## config.mk

```make
export PLATFORM = sky130hd
export DESIGN_NAME = instr_encoder
export DESIGN_NICKNAME = d
export VERILOG_FILES = /design/src/rtl/instr_encoder.sv
export SDC_FILE = /design/constraint.sdc
export NUM_CORES = 1
export LEC_CHECK = 0
export BUFFER_PORTS_ARGS = -buffer_cell sky130_fd_sc_hd__clkbuf_2
export CAP_MARGIN = 20
export CORE_MARGIN = 4
export CORE_UTILIZATION = 58
export CTS_BUF_LIST = sky130_fd_sc_hd__clkbuf_16
export DETAILED_ROUTE_END_ITERATION = 10
export PLACE_DENSITY = 0.8
export SLEW_MARGIN = 30
export SYNTH_ARGS = -nofsm -noshare
export SYNTH_HDL_FRONTEND = slang
export SYNTH_SLANG_ARGS = --single-unit
```

## constraint.sdc

```tcl
create_clock -name clk -period 3 [get_ports clk]
set_input_delay 0.45 -clock clk [delete_from_list [all_inputs] [get_ports clk]]
set_output_delay 0.45 -clock clk [all_outputs]
set_load 0.03 [all_outputs]
```

## src/rtl/instr_encoder.sv

```systemverilog
// instr_encoder: encodes structured commands into 32-bit MIPS words and streams them to imem
//
// Buffers commands in a DEPTH-entry FIFO and writes one word per cycle at consecutive
// word addresses, starting from BASE_ADDR.
// Optional build macro: ZERO_DST_NOP_EN (legal instructions targeting $0 become NOP; sw never).
// Ports:
//   clk, rst (async, active-high), clear (sync flush of FIFO, address and counters)
//   cmd_valid/cmd_ready handshake; cmd_kind, cmd_rs, cmd_rt, cmd_rd, cmd_imm command fields
//   imem_ready back-pressure; imem_we, imem_addr, imem_wdata registered write port
//   word_cnt words written (saturating); err sticky illegal kind; wrapped sticky address wrap
module instr_encoder #(
    parameter int DEPTH     = 4,
    parameter int ADDR_W    = 10,
    parameter int BASE_ADDR = 0
) (
    input  logic              clk,
    input  logic              rst,
    input  logic              clear,
    input  logic              cmd_valid,
    output logic              cmd_ready,
    input  logic [3:0]        cmd_kind,
    input  logic [4:0]        cmd_rs,
    input  logic [4:0]        cmd_rt,
    input  logic [4:0]        cmd_rd,
    input  logic [15:0]       cmd_imm,
    input  logic              imem_ready,
    output logic              imem_we,
    output logic [ADDR_W-1:0] imem_addr,
    output logic [31:0]       imem_wdata,
    output logic [ADDR_W:0]   word_cnt,
    output logic              err,
    output logic              wrapped
);
    localparam int PW = $clog2(DEPTH);

    logic [31:0]       r_fifo [DEPTH];
    logic [PW-1:0]     r_wr, r_rd;
    logic [PW:0]       r_cnt;
    logic [ADDR_W-1:0] r_ptr;
    logic [31:0]       w_word;
    logic [5:0]        w_op, w_funct;
    logic              w_rtype, w_legal, w_acc, w_push, w_pop;

    always_comb begin
        w_rtype = cmd_kind <= 4'd5;
        w_legal = cmd_kind <= 4'd12;
        w_funct = 6'h20;
        w_op    = 6'h00;
        case (cmd_kind)
            4'd1:    w_funct = 6'h21;
            4'd2:    w_funct = 6'h23;
            4'd3:    w_funct = 6'h24;
            4'd4:    w_funct = 6'h25;
            4'd5:    w_funct = 6'h2A;
            4'd6:    w_op    = 6'h08;
            4'd7:    w_op    = 6'h09;
            4'd8:    w_op    = 6'h0C;
            4'd9:    w_op    = 6'h0D;
            4'd10:   w_op    = 6'h0F;
            4'd11:   w_op    = 6'h2B;
            4'd12:   w_op    = 6'h23;
            default: w_funct = 6'h20;
        endcase
        // lui has no source register, so its rs field is forced to zero
        w_word = w_rtype ? {6'b0, cmd_rs, cmd_rt, cmd_rd, 5'b0, w_funct}
                         : {w_op, (cmd_kind == 4'd10) ? 5'd0 : cmd_rs, cmd_rt, cmd_imm};
`ifdef ZERO_DST_NOP_EN
        // a write to $0 has no architectural effect; sw has no destination at all
        if (w_rtype ? (cmd_rd == 5'd0) : (cmd_kind != 4'd11 && cmd_rt == 5'd0))
            w_word = 32'h0;
`endif
    end

    assign cmd_ready = r_cnt != (PW+1)'(DEPTH);
    assign w_acc     = cmd_valid && cmd_ready;
    assign w_push    = w_acc && w_legal && !clear;
    assign w_pop     = (r_cnt != '0) && imem_ready && !clear;

    // storage needs no reset: pointers and count define which entries are live
    always_ff @(posedge clk) begin
        if (w_push)
            r_fifo[r_wr] <= w_word;
    end

    always_ff @(posedge clk or posedge rst) begin
        if (rst) begin
            r_wr       <= '0;
            r_rd       <= '0;
            r_cnt      <= '0;
            r_ptr      <= ADDR_W'(BASE_ADDR);
            imem_we    <= 1'b0;
            imem_addr  <= ADDR_W'(BASE_ADDR);
            imem_wdata <= 32'h0;
            word_cnt   <= '0;
            err        <= 1'b0;
            wrapped    <= 1'b0;
        end else if (clear) begin
            r_wr     <= '0;
            r_rd     <= '0;
            r_cnt    <= '0;
            r_ptr    <= ADDR_W'(BASE_ADDR);
            imem_we  <= 1'b0;
            word_cnt <= '0;
            err      <= 1'b0;
            wrapped  <= 1'b0;
        end else begin
            imem_we <= w_pop;
            r_cnt   <= r_cnt + (PW+1)'(w_push) - (PW+1)'(w_pop);
            if (w_push)
                r_wr <= r_wr + PW'(1);
            if (w_acc && !w_legal)
                err <= 1'b1;
            if (w_pop) begin
                r_rd       <= r_rd + PW'(1);
                imem_wdata <= r_fifo[r_rd];
                imem_addr  <= r_ptr;
                r_ptr      <= r_ptr + ADDR_W'(1);
                if (word_cnt != '1)
                    word_cnt <= word_cnt + (ADDR_W+1)'(1);
                if (r_ptr == '1)
                    wrapped <= 1'b1;
            end
        end
    end
endmodule
```

## Word-level counts from Yosys, hierarchy flattened

Memory sizes are Yosys's and may differ from the RTL's. A register that Yosys moved wholly into a read port is not among the register bits.
Cells that the tools add are included.

- Register bits: 41
- Bits in writable memories: 128
- Input port bits: 40
- Output and inout port bits: 57
- Word-level logic and storage cells: 73
- Memories: 1

Memories:

| name | depth | width | read ports | clocked after memory_dff | write ports | RTL line | RTL |
|---|---|---|---|---|---|---|---|
| r_fifo | 4 | 32 | 1 | 1 | 1 | 36 | `logic [31:0] r_fifo [DEPTH];` |

- $add $sub $neg: 6
- Order comparisons: 2
- Eq/ne operators: 15
- Muxes and demuxes: 22
- Bitwise operators: 1
- Reductions and logical operators: 17

Operators with widths:

| kind | number |
|---|---|
| $pmux W6 S7 | 1 |
| $mux W11 | 3 |
| $mux W32 | 1 |
| $eq A4 B4 Y1 const B | 5 |
| $mux W10 | 2 |
| $pmux W4 S5 | 1 |
| $eq A4 B3 Y1 const B | 4 |
| $add A11 B1 Y11 const B | 1 |
| $ne A11 B11 Y1 const B | 1 |
| $add A10 B1 Y10 const B | 1 |
| $eq A10 B10 Y1 const B | 1 |
| $reduce_bool A2 Y1 | 5 |
| $eq A4 B2 Y1 const B | 2 |
| $mux W1 | 8 |
| $mux W2 | 4 |
| $logic_and A1 B1 Y1 | 6 |
| $reduce_and A2 Y1 | 3 |
| $mux W5 | 1 |
| $add A2 B1 Y2 const B | 2 |
| $eq A4 B1 Y1 const B | 1 |
| $le A4 B3 Y1 const B | 1 |
| $le A4 B4 Y1 const B | 1 |
| $add A3 B1 Y3 | 1 |
| $mux W3 | 1 |
| other kinds (5) | 6 |

## Depth between registers and ports, before layout

Gate-level depths: netlist (run 1).

- Depth in word-level cells: 7
- Gate-level depth with buffers: 12
- Gate-level depth less buffers: 11

## Worst setup path before layout (run 1)

No wires, ideal clock.

- Path kind: input port to flip-flop
- From: input port cmd_kind[1]
- To: register r_cnt[2]
- Setup time: 0.132 ns
- Data arrival time: 2.313 ns
- Required time: 2.868 ns
- Path slack: 0.555 ns
- Cell stages on the path: 12
- Cell sequence: clkbuf_1 -> o21ai_0 -> o211ai_2 -> nor2_1 -> inv_1 -> ha_1 -> inv_1 -> ha_1 -> inv_1 -> fa_1 -> xnor2_1 -> nor2_1

- Word-level cells in the longest chain between the ends: 6

Ends and longest elaborated chain:

| item | RTL line | RTL |
|---|---|---|
| start: declaration | 21 | `input logic [3:0] cmd_kind,` |
| $le A4 B4 Y1 | 46 | `w_legal = cmd_kind <= 4'd12;` |
| $logic_and A1 B1 Y1 (2 in a row) | 76 | `assign w_push = w_acc && w_legal && !clear;` |
| $add A3 B1 Y3 | 108 | `r_cnt <= r_cnt + (PW+1)'(w_push) - (PW+1)'(w_pop);` |
| $sub A3 B1 Y3 | 108 |  |
| $mux W3 | 97 | `end else if (clear) begin` |
| end signal: assignment | 108 |  |
| end: declaration | 38 | `logic [PW:0] r_cnt;` |

Every way passes these cells.
A chain may end at the register's enable or synchronous reset.

## Final worst setup path (run 1)

- From: register r_cnt[1]
- To: register r_cnt[2]

- Word-level cells in the longest chain between the ends: 7
- Elaborated cells on any way between the ends: 10

Ends and longest elaborated chain:

| item | RTL line | RTL |
|---|---|---|
| $ne A3 B3 Y1 | 74 | `assign cmd_ready = r_cnt != (PW+1)'(DEPTH);` |
| $logic_and A1 B1 Y1 | 75 | `assign w_acc = cmd_valid && cmd_ready;` |
| $logic_and A1 B1 Y1 (2 in a row) | 76 |  |
| $add A3 B1 Y3 | 108 |  |
| $sub A3 B1 Y3 (*) | 108 |  |
| $mux W3 (*) | 97 |  |

Every way passes the cells marked *; elsewhere a longest branch is shown, timed or not.

==> flow_metrics.py, run 1 <==
metrics = {
    "status": {
        "status": "finished, final reports clean",
    },
    "final_layout": {
        "seq_area_um2": 5530,
        "drive_above_1_share_pct": 38.0,
        "finalNetCount": 626,
        "area_growth_pct": 15.8,
        "multi_input_area_um2": 2310,
        "antenna_cells": 0,
        "fillerInstances": 874,
    },
    "clock_tree": {
        "numCtsBuffers": 17,
        "postCtsResizedCells": 0,
        "cts.clk_slew.worst_paths_ns": 0.07,
        "holdBufCountCts": 0,
        "cts_tree": "done",
        "cts_setup_buffers": 0,
        "clk_latency_ns": 0.43,
        "cts_root_buffer": "clkbuf_16",
        "htree_levels": 4,
        "clk_path_buf_depth": 2,
        "clkSinkCount": 196,
    },
    "detailed_routing": {
        "drtAntennaViolNets": 0,
        "routed_wl_mm": 15.2,
        "drc": 0,
        "viasPerCell": 5.80,
        "vias": 4439,
        "dr.first_iter.drc_count": 307,
        "drt_pass1_iterations": 5,
        "wire_per_inst_um": 19.9,
    },
    "floorplan": {
        "row_count": 42,
        "pin_count": 97,
        "fp.dieArea_um2": 15800,
        "core_area_um2": 13400,
        "initial_core_util_pct": 59.8,
        "die_h_um": 126,
        "dieWidth_um": 126,
    },
    "sta": {
        "holdWs_ns": 0.0384,
        "max_freq_mhz": 398,
        "hold_viol": 0,
        "drv_slew": 0,
        "rsz0062_at_grt": "false",
        "finalSetupTns_ns": 0,
        "timing.final.crit_share_pct": 83.7,
        "finalCriticalPeriod_ns": 2.51,
        "setup_viol": 0,
        "tightestPinTransition_ns": 0.930,
        "relSlewSlack_pct": 37.2,
        "fin_worst_skew_ns": 0.00581,
    },
    "logic_synthesis": {
        "syn-num-nets": 517,
        "netlist_area_um2": 8020,
        "async_reset_ff_share_pct": 36.7,
        "synth-edff-count": 124,
        "synth_top_area_share_pct": 46.5,
        "ys_ff_latch": 196,
        "synthTopCellsByArea": "edfxtp_1 46%, dfrtp_1 22%, mux4_2 8.7%, mux2_2 5.2%, mux2_1 1.4%",
        "syn-instance-count": 468,
        "synth_area_per_cell_um2": 17.1,
        "synth-main-ff-cell": "edfxtp_1",
        "ys_seq_area_share_pct": 68.9,
        "synth.distinct_cells": 58,
        "yosysTopAreaCell": "edfxtp_1",
        "yosysWarnings": 0,
    },
    "global_routing": {
        "track_usage_pct": 20.3,
        "grt_max_degree": 34,
        "grt_overflow": 0,
        "grt_pass1_vias": 4608,
        "antenna_found_initial": 0,
        "grt_pass1_wl_mm": 24.6,
    },
    "setup_path": {
        "worstReg2RegStart": "r_cnt[1]",
        "end_kind": "flip-flop",
        "reg2reg_slack_ns": 0.49,
        "crit_path_start": "r_cnt[1]",
        "path_class": "flip-flop to flip-flop",
        "worstPathMaxFanout": 8,
        "crit_end": "r_cnt[2]",
        "crit_path_start_kind": "flip-flop",
        "required_ns": 3.31,
        "crit_arrival_ns": 2.82,
        "reg2reg_to": "r_cnt[2]",
        "r2r_cells": 11,
    },
    "job": {
        "cap_violations": 0,
    },
    "power_and_ir_drop": {
        "powerDensity_nw_per_um2": 799,
        "p_leak_uw": 0.00360,
        "vdd_ir_drop_max_mv": 0.498,
    },
    "place": {
        "dp_hpwl_mm": 9.75,
        "io_buffers": 95,
        "gp_routability_congestion": 0.813,
    },
    "min_path": {
        "hp-class": "primary input to asynchronous set/reset pin",
    },
}
==> power by group <==
group          total [uW]  switching, uW  internal (uW)
registers            3470            237           3230
clock network        2130            979           1150
logic                1820           1070            742
==> sequential cells by signal (all words and copies together), names as in the netlist <==
signal      cells
err             1
imem_addr      10
wrapped         1
imem_we         1
r_rd            2
r_wr            2
r_ptr          10
r_fifo        124
r_cnt           3
imem_wdata     31
word_cnt       11
==> kinds of logic after synthesis <==
logic type               count (synthesis)  synth area share [%]
flip-flops                             196                  68.9
AND/OR/NAND/NOR                         90                  6.24
multiplexers                            81                  15.7
AO/OA/AOI/OAI                           43                  3.89
buffers and inverters                   35                  2.28
XOR/XNOR                                13                  1.42
adder cells (fa/ha/maj)                  9                  1.50
other                                    1                0.0468
==> critical path: stages, from the launching register on <==
cell	delay (ns)
dfrtp_1	0.49
or3b_1	0.47
o211ai_2	0.15
nor2_1	0.13
inv_1	0.08
ha_1	0.22
inv_1	0.06
ha_1	0.13
inv_1	0.05
fa_1	0.38
xnor2_1	0.19
nor2_1	0.05
==> cell usage after synthesis, types with 5 or more instances <==
| master | instances |
|---|---|
| nand3_1 | 5 |
| and2_1 | 5 |
| or4_1 | 5 |
| nor2_1 | 21 |
| mux2_2 | 37 |
| ha_1 | 8 |
| mux4_2 | 31 |
| mux2_1 | 10 |
| o21ai_0 | 7 |
| o31ai_1 | 5 |
| a21oi_1 | 12 |
| nand2_1 | 14 |
| nor2b_1 | 13 |
| buf_1 | 6 |
| dfrtp_1 | 72 |
| buf_2 | 6 |
| inv_1 | 12 |
| edfxtp_1 | 124 |
| xnor2_1 | 9 |
==> cells in the final DEF, fill, tap and decap left out, drive strengths merged, types with 2 or more instances in the layout <==
cell,n
o311ai,3
clkinv,5
dfrtp,72
inv,18
a31oi,2
o31ai,6
nand2,14
mux2i,3
or4,5
ha,8
or2,3
mux4,31
nand3,6
buf,17
or3,2
xor2,4
nand4,4
a21oi,12
o211ai,3
and2,5
nor3,4
clkinvlp,4
edfxtp,124
xnor2,9
nor2,22
mux2,47
nor4,5
clkbuf,112
nor2b,13
o22a,2
o21ai,7
==> stage by stage <==
| stage | utilization, % | worst slack, ns | cell area [um^2] | std cells | power [uW] |
|---|---|---|---|---|---|
| 2_1_floorplan | - | 0.555 | 8020 | 468 | 4830 |
| 3_3_place_gp | 65.1 | 0.522 | 8720 | 734 | 5280 |
| 3_5_place_dp | 65.1 | 0.392 | 8720 | 734 | 5360 |
| 4_1_cts | 69.2 | 0.501 | 9280 | 766 | 7490 |
| 5_1_grt | 69.2 | 0.239 | 9280 | 766 | 7770 |
| 6_report | 69.2 | 0.490 | 9280 | 766 | 7410 |
==> worst min-delay path by stage <==
stage	slack [ns]	startpoint	cells past startpoint	endpoint
2_1_floorplan	0.52	r_ptr[9]	2	wrapped
3_3_place_gp	0.47	imem_wdata[20]	1	imem_wdata[20]
3_5_place_dp	0.48	imem_wdata[18]	1	imem_wdata[18]
4_1_cts	0.04	rst	2	r_ptr[4]
5_1_grt	0.07	rst	2	imem_addr[4]
6_report	0.04	rst	2	imem_addr[2]
==> cell type report <==
type,instances,area share [%]
sequential,196,59.6
multi-input combinational,237,24.9
timing repair buffer,112,6.64
clock buffer,17,4.59
tap,176,2.37
clock inverter,15,1.43
inverter,13,0.539
==> metal layers <==
layer / part of all wire (%) / vias up / GRT usage, % / wire, um
met5: 0 / - / 0 / 0
met4: 1.4 / 0 / 6.57 / 211
met3: 5.0 / 17 / 4.43 / 767
met2: 52 / 134 / 34.2 / 7960
met1: 41 / 2281 / 26.7 / 6300
li1: - / 2007 / - / -
No activity file was read; power rests on OpenSTA's default activity.
==> run 2, diff against run 1 <==
--- a/config.mk
+++ b/config.mk
@@ -8,10 +8,10 @@
 export BUFFER_PORTS_ARGS = -buffer_cell sky130_fd_sc_hd__clkbuf_2
 export CAP_MARGIN = 20
 export CORE_MARGIN = 4
-export CORE_UTILIZATION = 58
+export CORE_UTILIZATION = 52
 export CTS_BUF_LIST = sky130_fd_sc_hd__clkbuf_16
 export DETAILED_ROUTE_END_ITERATION = 10
-export PLACE_DENSITY = 0.8
+export PLACE_DENSITY = 0.75
 export SLEW_MARGIN = 30
 export SYNTH_ARGS = -nofsm -noshare
 export SYNTH_HDL_FRONTEND = slang
==> constraint.sdc (replaced) <==
create_clock -name clk -period 2.3 [get_ports clk]
set_input_delay 0.345 -clock clk [delete_from_list [all_inputs] [get_ports clk]]
set_output_delay 0.345 -clock clk [all_outputs]
set_load 0.03 [all_outputs]
==> run 2 against run 1 <==
- clock power increased by 30%
- hold slack worse by 0.032 ns
- final cell count increased by 2.9%
- highest routed layer unchanged
==> flow_metrics.py, run 2 (synthesis gave the netlist of run 1 again) <==
metrics = {
    "power_and_ir_drop": {
        "comb_power_share_pct": 25.7,
        "power.switching_uw": 2990,
        "vdd_ir_drop_max_mv": 0.644,
        "powerDensity_nw_per_um2": 1030,
        "swShare_pct": 30.7,
        "p_leak_uw": 0.00367,
        "seqPwrFrac_pct": 45.9,
        "p_int_uw": 6740,
        "power_frac_clock_pct": 28.4,
    },
    "detailed_routing": {
        "wire_per_inst_um": 19.3,
        "dr.first_iter.drc_count": 253,
        "vias": 4466,
        "viasPerCell": 5.67,
        "drt_pass1_iterations": 5,
        "drc": 0,
        "drtAntennaViolNets": 0,
        "routed_wl_mm": 15.2,
    },
    "sta": {
        "tightestPinTransition_ns": 0.908,
        "relSlewSlack_pct": 39.4,
        "rsz0062_at_grt": "false",
        "setup_viol": 0,
        "timing.final.crit_share_pct": 94.2,
        "finalCriticalPeriod_ns": 2.17,
        "setup_slack_ns": 0.135,
        "hold_viol": 0,
        "drv_slew": 0,
        "fin_worst_skew_ns": 0.00524,
        "max_freq_mhz": 462,
    },
    "final_layout": {
        "finalNetCount": 636,
        "top_regs": "r_fifo: 124 flops, imem_wdata: 31 flops, word_cnt: 11 flops",
        "final_common_cell": "edfxtp_1",
        "regMostFlops": "r_fifo",
        "final_cell_mix": "124 x edfxtp_1, 95 x clkbuf_2, 70 x dfrtp_1",
        "stdcell_count": 788,
        "largest_reg_flops": 124,
        "area_growth_pct": 18.1,
        "antenna_cells": 0,
        "drive_above_1_share_pct": 40.3,
    },
    "setup_path": {
        "worst-path-buf-inv": 3,
        "required_ns": 2.61,
        "crit_family": "adder cells",
        "cpMostUsedCell": "inv_1",
        "r2r_cells": 11,
        "path_class": "flip-flop to flip-flop",
        "crit_path_start_kind": "flip-flop",
        "worstPathMaxFanout": 3,
        "critPathMaxStageDelay_ns": 0.42,
        "reg2reg_to": "r_cnt[2]",
        "reg2reg_slack_ns": 0.13,
        "crit_arrival_ns": 2.47,
        "end_kind": "flip-flop",
        "crit_chain": "or3b_4 -> o211ai_2 -> nor2_2 -> inv_1 -> ha_1 -> inv_1 -> ha_1 -> inv_1 -> fa_1 -> xnor2_1 -> nor2_1",
        "worstReg2RegStart": "r_cnt[1]",
        "crit_slowest_cell": "or3b_4",
    },
    "clock_tree": {
        "cts.clk_slew.worst_paths_ns": 0.07,
        "cts_tree": "done",
        "clk_path_buf_depth": 2,
        "clk_latency_ns": 0.42,
        "cts_root_buffer": "clkbuf_16",
        "htree_levels": 4,
        "numCtsBuffers": 17,
        "holdBufCountCts": 0,
        "clkSinkCount": 196,
    },
    "floorplan": {
        "dieWidth_um": 132,
        "core_area_um2": 15100,
        "die_h_um": 132,
        "row_count": 45,
        "fp.dieArea_um2": 17500,
        "initial_core_util_pct": 52.9,
        "pin_count": 97,
    },
    "global_routing": {
        "grt_pass1_wl_mm": 24.7,
        "grt_max_degree": 73,
        "antenna_found_initial": 0,
        "grt_overflow": 0,
        "track_usage_pct": 18.3,
        "grt_pass1_vias": 4676,
    },
    "status": {
        "status": "finished, final reports clean",
    },
    "place": {
        "dp_hpwl_mm": 9.71,
        "gp_routability_congestion": 0.800,
        "pre_cts_slack_ns": 0.0378,
        "io_buffers": 95,
        "placed_cells": 756,
    },
    "min_path": {
        "hp-class": "primary input to asynchronous set/reset pin",
    },
    "job": {
        "cap_violations": 0,
    },
}
==> run 2: cell types whose count changed in the layout (fill, tap and decap cells not counted), moves of 4 or more <==
cell    before  now
buf_12       1    7
buf_4       16   20
and2_1       5    1
and2_2       0    4
==> run 2: worst reg2reg max path, stage by stage, from the launching register on <==
cell      delay [ns]
dfrtp_2         0.40
or3b_4          0.42
o211ai_2        0.10
nor2_2          0.06
inv_1           0.06
ha_1            0.22
inv_1           0.06
ha_1            0.13
inv_1           0.05
fa_1            0.37
xnor2_1         0.14
nor2_1          0.05
==> run 2: stage by stage <==
stage / TNS [ns] / power (uW) / hold slack [ns] / util (%) / instance area (um^2)
floorplan: -0.0235 / 6300 / 0.444 / - / 8020
global placement: 0 / 6980 / 0.466 / 58.7 / 8900
detailed placement: 0 / 7070 / 0.482 / 58.7 / 8900
CTS: 0 / 9840 / 0.0256 / 62.4 / 9450
global route: 0 / 10200 / 0.0532 / 62.5 / 9460
finish: 0 / 9730 / 0.00647 / 62.5 / 9460
==> run 2: repair_timing <==
action                                  in CTS  in global routing
gates resized for setup                      0                  2
setup buffers                                0                  0
endpoints found under the setup margin       0                  1
==> run 2: worst max-delay path by stage <==
stage                     slack [ns]        to         from  depth (start not counted)
after floorplan                -0.02  r_cnt[2]     r_cnt[1]                         11
after global placement          0.07  r_cnt[2]  cmd_kind[0]                         13
after detailed placement        0.04  r_cnt[2]  cmd_kind[0]                         13
after CTS                       0.09  r_cnt[2]     r_cnt[1]                         11
after global routing          0.0002  r_cnt[2]     r_cnt[1]                         11
final                           0.13  r_cnt[2]     r_cnt[1]                         11
==> run 2: final cells by class <==
type,count,area [um^2]
fillers,1100,5680
repair buffers,122,766
clock inverters,15,129
well taps,188,235
multi-input cells,237,2330
clock buffers,17,425
flip-flops and latches,196,5530
inverters,13,52.6
==> run 2: metal layers <==
layer | vias to the layer above | share of wire, % | global-route usage [%]
met4 | 0 | 2.3 | 7.82
met1 | 2271 | 42 | 24.3
met5 | - | 0 | 0
li1 | 2029 | - | -
met2 | 136 | 50 | 29.4
met3 | 30 | 5.1 | 4.24
==> run 2: power by group through the flow <==
stage / logic [uW] / clock network [uW] / registers [uW]
6_report: 2500 / 2760 / 4470
5_1_grt: 2690 / 2970 / 4520
4_1_cts: 2540 / 2820 / 4480
3_5_place_dp: 2530 / 0 / 4540
3_3_place_gp: 2460 / 0 / 4520
2_1_floorplan: 1210 / 0 / 5100
==> run 3, diff against run 2 <==
--- a/config.mk
+++ b/config.mk
@@ -7,6 +7,7 @@
 export LEC_CHECK = 0
 export BUFFER_PORTS_ARGS = -buffer_cell sky130_fd_sc_hd__clkbuf_2
 export CAP_MARGIN = 20
+export CORE_ASPECT_RATIO = 0.7
 export CORE_MARGIN = 4
 export CORE_UTILIZATION = 52
 export CTS_BUF_LIST = sky130_fd_sc_hd__clkbuf_16
==> constraint.sdc (replaced) <==
create_clock -name clk -period 2.3 [get_ports clk]
set_input_delay 0.46 -clock clk [delete_from_list [all_inputs] [get_ports clk]]
set_output_delay 0.46 -clock clk [all_outputs]
set_load 0.03 [all_outputs]
==> run 3 against run 2 <==
- flip-flop and latch count unchanged
- clock power up 8.3%
- total power up 2.2%
- via count down 1.2%
- die area up 0.19%
- sequential share of layout area down 0.37 points
- clock skew up 0.017 ns
- first-iteration DRC count up 36%
==> flow_metrics.py, run 3 (synthesis gave the netlist of run 1 again) <==
metrics = {
    "final_layout": {
        "drive_above_1_share_pct": 40.6,
        "regMostFlops": "r_fifo",
        "fillerInstances": 1078,
        "final_cell_mix": "124 x edfxtp_1, 95 x clkbuf_2, 69 x dfrtp_1",
        "finalNetCount": 635,
        "postLayoutCellArea_um2": 9530,
        "final_util_pct": 63.9,
        "final_common_cell": "edfxtp_1",
        "area_growth_pct": 18.8,
        "top_regs": "r_fifo: 124 flops, imem_wdata: 31 flops, word_cnt: 11 flops",
        "largest_reg_flops": 124,
        "antenna_cells": 0,
    },
    "min_path": {
        "hp-class": "primary input to asynchronous set/reset pin",
    },
    "place": {
        "dp_hpwl_mm": 9.56,
        "pre_cts_slack_ns": 0.0105,
        "io_buffers": 95,
        "gp_routability_congestion": 0.807,
        "placed_cell_area_um2": 8910,
    },
    "global_routing": {
        "track_usage_pct": 18.4,
        "grt_max_degree": 73,
        "grt_pass1_vias": 4497,
        "antenna_found_initial": 0,
        "grt_overflow": 0,
        "grt_pass1_wl_mm": 24.7,
    },
    "sta": {
        "finalCriticalPeriod_ns": 2.23,
        "hold_viol": 0,
        "setup_slack_ns": 0.0721,
        "setup_viol": 0,
        "timing.final.crit_share_pct": 96.9,
        "max_freq_mhz": 449,
        "drv_slew": 0,
        "relSlewSlack_pct": 54.1,
        "rsz0062_at_grt": "false",
        "fin_worst_skew_ns": 0.0223,
        "tightestPinTransition_ns": 0.680,
    },
    "floorplan": {
        "fp.dieArea_um2": 17500,
        "dieWidth_um": 156,
        "pin_count": 97,
        "row_count": 37,
        "initial_core_util_pct": 53.8,
        "core_area_um2": 14900,
        "die_h_um": 112,
    },
    "setup_path": {
        "crit_chain": "or3b_4 -> o211ai_2 -> nor2_1 -> inv_1 -> ha_1 -> inv_1 -> ha_1 -> inv_1 -> fa_1 -> xnor2_1 -> nor2_1",
        "end_kind": "flip-flop",
        "worst-path-buf-inv": 3,
        "worstPathMaxFanout": 3,
        "path_class": "flip-flop to flip-flop",
        "required_ns": 2.61,
        "crit_slowest_cell": "dfrtp_2",
        "crit_arrival_ns": 2.54,
        "critPathMaxStageDelay_ns": 0.41,
        "crit_path_start_kind": "flip-flop",
        "crit_family": "adder cells",
        "cpMostUsedCell": "inv_1",
    },
    "clock_tree": {
        "htree_levels": 4,
        "postCtsResizedCells": 0,
        "clk_latency_ns": 0.43,
        "clk_path_buf_depth": 2,
        "cts_setup_buffers": 0,
        "holdBufCountCts": 0,
        "cts_root_buffer": "clkbuf_16",
        "clkSinkCount": 196,
        "cts.clk_slew.worst_paths_ns": 0.08,
        "numCtsBuffers": 17,
        "cts_tree": "done",
    },
    "detailed_routing": {
        "vias": 4411,
        "viasPerCell": 5.56,
        "drt_pass1_iterations": 4,
        "routed_wl_mm": 15.2,
        "drtAntennaViolNets": 0,
        "wire_per_inst_um": 19.2,
        "drc": 0,
        "dr.first_iter.drc_count": 343,
    },
    "job": {
        "cap_violations": 0,
    },
    "status": {
        "status": "finished, final reports clean",
    },
    "power_and_ir_drop": {
        "powerDensity_nw_per_um2": 1040,
        "p_leak_uw": 0.00369,
        "vdd_ir_drop_max_mv": 0.574,
    },
}
-- run 3: cell count changes in the layout (fill, tap and decap cells not counted), moves of 2 or more --
cell | before | now
clkinv_2 | 4 | 0
clkinv_8 | 0 | 3
inv_8 | 0 | 5
buf_4 | 20 | 18
inv_6 | 4 | 2
-- run 3: worst min-delay path, delay by kind of cell --
kind,cells,cell delay (ns)
buf+inv,3,0.52
-- run 3: per-layer routing --
layer,vias up,track usage (%),routed length [um]
met3,7,4.43,927
met4,0,3.99,82
met5,-,0,0
met1,2240,26.8,6790
li1,2042,-,-
met2,122,28.7,7420
-- run 3: cell type report --
class | instances | area [um^2] | area share (%)
clock inverter | 15 | 185 | 1.94
clock buffer | 17 | 425 | 4.47
sequential | 196 | 5530 | 58.0
inverter | 13 | 52.6 | 0.552
tap | 195 | 244 | 2.56
timing repair buffer | 121 | 771 | 8.09
multi-input combinational | 237 | 2320 | 24.3
-- run 3: where the power goes --
part	internal, uW	switching (uW)	total (uW)
Clock	1570	1430	2990
Sequential	4210	246	4460
Combinational	1030	1460	2490
Total	6810	3130	9950
-- run 3: stage by stage --
step	std cells	total power [uW]	TNS, ns	hold WS (ns)
3_3_place_gp	762	6980	0	0.467
2_1_floorplan	468	6300	-0.0228	0.524
4_1_cts	794	10100	0	0.137
6_report	794	9950	0	0.120
3_5_place_dp	762	7070	0	0.477
5_1_grt	794	10500	0	0.135
-- run 3: path summary, 6_finish.rpt --
path | slack (ns) | depth (start not counted) | end | startpoint
min in group clk | 0.25 | 1 | r_fifo[1][20] | cmd_rt[4]
max in group asynchronous | 1.82 | 3 | r_cnt[1] | rst
min reg2reg | 0.49 | 1 | imem_wdata[19] | imem_wdata[19]
min | 0.12 | 3 | word_cnt[3] | rst
max reg2reg | 0.07 | 11 | r_cnt[2] | r_cnt[1]
max | 0.07 | 11 | r_cnt[2] | r_cnt[1]
